## src/rtl/calc_pkg.sv

```systemverilog
// Shared encodings for the smallCALC sequencing controller: FSM states, ALU ops,
// write-mux selects, register addresses and the per-state DP control word.
package calc_pkg;

  typedef enum logic [2:0] {
    IDLE   = 3'd0,
    LOAD_A = 3'd1,
    LOAD_B = 3'd2,
    EXEC   = 3'd3,
    DONE   = 3'd4
  } state_e;

  localparam logic [1:0] OP_ADD = 2'b00;
  localparam logic [1:0] OP_SUB = 2'b01;
  localparam logic [1:0] OP_AND = 2'b10;
  localparam logic [1:0] OP_XOR = 2'b11;

  localparam logic [1:0] S1_ALU    = 2'b00;
  localparam logic [1:0] S1_UNUSED = 2'b01;
  localparam logic [1:0] S1_IN2    = 2'b10;
  localparam logic [1:0] S1_IN1    = 2'b11;

  localparam logic [1:0] R_A   = 2'b00;
  localparam logic [1:0] R_B   = 2'b01;
  localparam logic [1:0] R_RES = 2'b10;

  typedef struct packed {
    logic [1:0] s1;
    logic [1:0] wa;
    logic       we;
    logic [1:0] raa;
    logic       rea;
    logic [1:0] rab;
    logic       reb;
    logic [1:0] c;
    logic       s2;
    logic       busy;
    logic       done;
  } ctrl_t;

  localparam ctrl_t CTRL_IDLE = 16'h0000;

  // Full DP control word for a given state; the ALU code is forced to ADD in IDLE.
  function automatic ctrl_t decode_ctrl(input state_e st, input logic [1:0] op_v);
    ctrl_t w;
    w = CTRL_IDLE;
    case (st)
      IDLE: begin
        w = CTRL_IDLE;
      end
      LOAD_A: begin
        w.s1   = S1_IN1;
        w.wa   = R_A;
        w.we   = 1'b1;
        w.c    = op_v;
        w.busy = 1'b1;
      end
      LOAD_B: begin
        w.s1   = S1_IN2;
        w.wa   = R_B;
        w.we   = 1'b1;
        w.c    = op_v;
        w.busy = 1'b1;
      end
      EXEC: begin
        w.s1   = S1_ALU;
        w.wa   = R_RES;
        w.we   = 1'b1;
        w.raa  = R_A;
        w.rea  = 1'b1;
        w.rab  = R_B;
        w.reb  = 1'b1;
        w.c    = op_v;
        w.busy = 1'b1;
      end
      DONE: begin
        w.s1   = S1_UNUSED;
        w.wa   = R_RES;
        w.raa  = R_A;
        w.rea  = 1'b1;
        w.rab  = R_B;
        w.reb  = 1'b1;
        w.c    = op_v;
        w.s2   = 1'b1;
        w.busy = 1'b1;
        w.done = 1'b1;
      end
      default: begin
        w = CTRL_IDLE;
      end
    endcase
    return w;
  endfunction

endpackage

```

## src/rtl/calc_ctrl.sv

```systemverilog
// Sequencing controller for the smallCALC datapath: one go pulse runs
// load R0, load R1, execute into R2, present result; counts completed operations.
module calc_ctrl
  import calc_pkg::*;
#(
  parameter int CNT_W = 4
) (
  input  logic             clk,
  input  logic             rst_n,
  input  logic             go,
  input  logic [1:0]       op,
  output logic [1:0]       s1,
  output logic [1:0]       wa,
  output logic             we,
  output logic [1:0]       raa,
  output logic             rea,
  output logic [1:0]       rab,
  output logic             reb,
  output logic [1:0]       c,
  output logic             s2,
  output logic             busy,
  output logic             done,
  output logic [CNT_W-1:0] op_count
);

  state_e           state_q, state_d;
  logic [1:0]       op_q, op_d;
  logic [CNT_W-1:0] cnt_q, cnt_d;
  ctrl_t            ctrl_q, ctrl_d;

  // Next state, op latch and completion counter; control word is pre-decoded
  // from the next state so the outputs come straight from flops.
  always_comb begin
    state_d = state_q;
    op_d    = op_q;
    cnt_d   = cnt_q;
    case (state_q)
      IDLE: begin
        if (go) begin
          state_d = LOAD_A;
          op_d    = op;
        end else begin
          state_d = IDLE;
        end
      end
      LOAD_A:  state_d = LOAD_B;
      LOAD_B:  state_d = EXEC;
      EXEC:    state_d = DONE;
      DONE: begin
        state_d = IDLE;
        cnt_d   = cnt_q + CNT_W'(1'b1);
      end
      default: state_d = IDLE;
    endcase
    ctrl_d = decode_ctrl(state_d, op_d);
  end

  // State, op latch, counter and registered control word.
  always_ff @(posedge clk) begin
    if (!rst_n) begin
      state_q <= IDLE;
      op_q    <= OP_ADD;
      cnt_q   <= {CNT_W{1'b0}};
      ctrl_q  <= CTRL_IDLE;
    end else begin
      state_q <= state_d;
      op_q    <= op_d;
      cnt_q   <= cnt_d;
      ctrl_q  <= ctrl_d;
    end
  end

  assign s1       = ctrl_q.s1;
  assign wa       = ctrl_q.wa;
  assign we       = ctrl_q.we;
  assign raa      = ctrl_q.raa;
  assign rea      = ctrl_q.rea;
  assign rab      = ctrl_q.rab;
  assign reb      = ctrl_q.reb;
  assign c        = ctrl_q.c;
  assign s2       = ctrl_q.s2;
  assign busy     = ctrl_q.busy;
  assign done     = ctrl_q.done;
  assign op_count = cnt_q;

endmodule

```

## config.mk

```make
export PLATFORM = sky130hd
export DESIGN_NAME = calc_ctrl
export DESIGN_NICKNAME = d
export VERILOG_FILES = /design/src/rtl/calc_pkg.sv /design/src/rtl/calc_ctrl.sv
export SDC_FILE = /design/constraint.sdc
export NUM_CORES = 1
export LEC_CHECK = 0
export ABC_CLOCK_PERIOD_IN_PS = 1200
export CAP_MARGIN = 20
export CORE_MARGIN = 2
export CORE_UTILIZATION = 42
export DETAILED_ROUTE_END_ITERATION = 10
export PLACE_DENSITY = 0.83
export SYNTH_ARGS = -nofsm -noshare
export SYNTH_HDL_FRONTEND = slang
export SYNTH_SLANG_ARGS = --single-unit
```

## constraint.sdc

```tcl
create_clock -name clk -period 1.2 [get_ports clk]
set_input_delay 0.18 -clock clk [delete_from_list [all_inputs] [get_ports clk]]
set_output_delay 0.18 -clock clk [all_outputs]
set_load 0.05 [all_outputs]
```

== Word level (Yosys, flattened, before mapping) ==
Cells that the tools add are included.
Storage, ports and cells
  register bits: 24
  output and inout bits: 20
  word-level logic and storage cells: 36
Cells by class
  reductions and logical operators: 5
  mux-type cells: 9
  eq/ne operators: 8
  add/sub/neg operators: 1
Operator list (count)
  4-bit case mux with 4 select lines: 1
  3-bit by 2-bit == test with 1-bit output (second input constant): 4
  3-bit case mux with 4 select lines: 1
  3-bit by 1-bit == test with 1-bit output (second input constant): 2
  3-bit == test (second input constant): 2
  4-bit by 1-bit adder with 4-bit output (second input constant): 1
  1-bit 2-to-1 mux: 4
  2-bit 2-to-1 mux: 2
  4-bit 2-to-1 mux: 1
  4-bit OR reduction: 1
  3-bit logical NOT: 1
  3-bit OR reduction: 1
  2-bit AND reduction: 1
  2-bit OR reduction: 1

== Longest topological paths before layout ==
  depth in word-level cells: 5
  mapped depth: 4

== Least setup slack after synthesis ==
Ideal clock, no wire load.
  path type: flip-flop to flip-flop
  from: reg cnt_q[0] (netlist: op_count[0])
  to: reg cnt_q[1] (netlist: op_count[1])
  stages on the path, launching flop included: 4
  arrival time: 1150 ps
  required time: 1083 ps
  period minus slack after synthesis: 1268 ps
  path slack: -68 ps
  cell sequence: dfxtp_1 -> ha_1 -> mux2i_1 -> nor2b_1
On the way
  longest elaborated chain between the ends: 1
Ends and longest elaborated chain
  start: declaration: line calc_ctrl.sv:28  | logic [CNT_W-1:0] cnt_q, cnt_d;
  start signal: assignment: line calc_ctrl.sv:63  | cnt_q <= {CNT_W{1'b0}};
  start signal: assignment: line calc_ctrl.sv:68  | cnt_q <= cnt_d;
  4-bit by 1-bit adder with 4-bit output: line calc_ctrl.sv:51  | cnt_d = cnt_q + CNT_W'(1'b1);
Every way passes these cells.
A chain may end at the register's enable or synchronous reset.

== Worst setup path in the final report ==
  from: reg state_q[2]
  to: reg cnt_q[1] (netlist: op_count[1])
On the way
  longest elaborated chain between the ends: 1
Ends and longest elaborated chain
  start: declaration: line calc_ctrl.sv:26  | state_e state_q, state_d;
  start signal: assignment: line calc_ctrl.sv:66  | state_q <= state_d;
  3-bit == test: line calc_ctrl.sv:37  | case (state_q)
Every way passes these cells.

==> reports/metrics.yaml <==
critPathSlowestCell: "dfxtp_1"
hp-start: "op_q[1]$_SDFF_PN0_"
ys_top_cells_by_area: "dfxtp_1 (50%), buf_4 (8.3%), mux2i_1 (4.2%)"
start_kind: "register"
r2r_cells: 3
hold_depth: 2
syn_area_um2: 723.2
fillers: 98
r2r_setup_slack_ns: 0.09
seqCellArea_um2: 366.6
area_delta_synth_final_pct: 55.19
cts_tree: "done"
cts.sinks: 18
timing.rr.start: "state_q[2]$_SDFF_PN0_"
clk_pin_slew_ns: 0.10
slew_viol_final: 0
crit_buf_inv: 0
cpPeakStageDelay_ns: 0.43
power.density_nw_per_um2: 1292
syn_inst: 76
grt_pass1_wl_um: 2366
firstDrtPassIters: 4
cp_cell_sequence: "nor3b_4 -> mux2i_1 -> nor2b_1"
viasPerCell: 5.198
die_h_um: 45.50
place.gp.congestion: 0.7851
yosysTopAreaCell: "dfxtp_1"
nets: 102
clock_latency_ns: 0.29
fin_worst_skew_ns: 0.0007619
vias: 577
hold_ws_ns: 0.4990
ios: 25
antenna_left: 0
worstHoldEndpoint: "op_q[1]$_SDFF_PN0_"
hold_violations: 0
final.period_utilization_pct: 92.66
final.min_clock_period_ns: 1.112
antenna_found_initial: 0
cp.depth: 3
diodes: 0
io_buffers: 21
ys_ff_latch: 18
drc: 0
yosysSeqAreaShare_pct: 49.83
drt-initial-drc-count: 25
status: "finished clean"
drv_cap: 0
worst_r2r_endpoint: "op_count[1]$_SDFFE_PN0N_"
final_layout_size_suffix_gt1_share_pct: 32.63
chipWidth_um: 45.50
overflow: 0
synth_cell_types: 23
power.leakage_nw: 0.4685
grt_pass1_vias: 505
wire_per_inst_um: 13.15
avgSynthCellArea_um2: 9.516
ys_warn_count: 0
critPathTopFamily: "flip-flops"
routed_wl_um: 1460
fin_setup_tns_ns: 0
setup_viol: 0
groute.usage.overall_pct: 16.61
core_area_um2: 1559
multi_input_area_um2: 292.8
start_util_pct: 46.39
clockRootBuffer: "clkbuf_4"
numCtsBuffers: 3
htree_num_levels: 1
peakVddDrop_mv: 0.8564
critPathCaptureType: "register"
dpl.hpwl_um: 1148
cts_buffer_depth: 2
arrival_ns: 1.30
worstPathRequired_ns: 1.39
critical_path_class: "register to register"
crit_path_max_fanout: 4
hp-class: "register to register"
synth_top_area_share_pct: 49.83
rows: 14
rsz0062_at_grt: "no"
grt_max_degree: 13
dieArea_um2: 2070
clock.fmax_ghz: 0.8994
power by group:
group	switching, W	total (W)	leakage (nW)	internal [W]
registers	0.0000601	0.000699	0.150	0.000639
logic	0.000201	0.000378	0.298	0.000177
clock network	0.000188	0.000373	0.0210	0.000185
metrics by stage:
stage	cells	worst slack [ns]	util [%]	cell area [um^2]	total power, W
floorplan	78	0.08619	-	733.2	0.0009184
global placement	107	-0.007848	69.42	1082	0.001076
detailed placement	107	-0.05209	69.42	1082	0.001088
CTS	111	0.02343	71.83	1120	0.001448
global route	111	0.01587	71.99	1122	0.001499
finish	111	0.08811	71.99	1122	0.001450
layout by cell type, fill, tap and decap left out, types with 4 or more instances in the layout:
cell type / netlist / routed
dfxtp_2: 0 / 5
o21ai_0: 4 / 4
dfxtp_1: 18 / 13
buf_12: 0 / 17
nand3_1: 4 / 4
clkdlybuf4s50_1: 0 / 4
nor2_1: 8 / 8
nand2_1: 7 / 7
layer usage:
layer / part of all wire, % / GRT usage, %
met1: 36 / 18.56
met2: 55 / 29.86
met3: 6.2 / 2.381
met4: 2.5 / 8.824
met5: 0 / 0
state kept, by name, indices dropped and copies added (netlist names):
signal	count
c	2
op_q	2
state_q	3
we	1
done	1
wa	2
s1	2
busy	1
op_count	4
cells in the mapped netlist:
cell / count
a21oi_1: 3
and2_1: 1
buf_2: 2
buf_4: 8
clkbuf_1: 1
conb_1: 1
dfxtp_1: 18
ha_1: 1
inv_1: 1
mux2i_1: 3
nand2_1: 7
nand2b_1: 3
nand3_1: 4
nand4_1: 1
nor2_1: 8
nor2b_1: 1
nor3_1: 3
nor3b_1: 2
nor3b_4: 1
nor4b_4: 1
o21ai_0: 4
xnor2_1: 1
xor2_1: 1
worst reg2reg max path: cells and delay by family (launching register included):
kind | cells | cell delay [ns]
DFF | 1 | 0.43
and+or+nand+nor | 2 | 0.36
muxes | 1 | 0.23
worst max path at each step:
stage,start,end
3_3_place_gp,rst_n,we$_SDFF_PN0_
5_1_grt,state_q[2]$_SDFF_PN0_,op_count[3]$_SDFFE_PN0N_
2_1_floorplan,wa[1]$_SDFF_PN0_,rab[0]
3_5_place_dp,rst_n,wa[0]$_SDFF_PN0_
4_1_cts,state_q[1]$_SDFF_PN0_,op_count[1]$_SDFFE_PN0N_
6_report,state_q[2]$_SDFF_PN0_,op_count[1]$_SDFFE_PN0N_
cell type report:
cell class,count,share of cell area [%]
inverters,1,0.3344
well taps,16,1.784
clock buffers,4,3.233
repair buffers,24,35.90
multi-input cells,48,26.09
flip-flops and latches,18,32.66
cell families after synthesis:
| group | count (synthesis) | synth area share [%] |
|---|---|---|
| adder cells (fa/ha/maj) | 1 | 1.730 |
| other | 1 | 0.5185 |
| multiplexers | 3 | 4.152 |
| flip-flops | 18 | 49.83 |
| buffers and inverters | 12 | 10.73 |
| AO/OA/AOI/OAI | 7 | 4.844 |
| AND/OR/NAND/NOR | 32 | 25.78 |
| XOR/XNOR | 2 | 2.423 |
timing repair:
item / CTS / global route
gates resized for setup: 1 / 2
hold buffers: 0 / 0
endpoints found under the setup margin: 4 / 5
setup buffers: 0 / 0
Power figures use the tool's default switching activity.
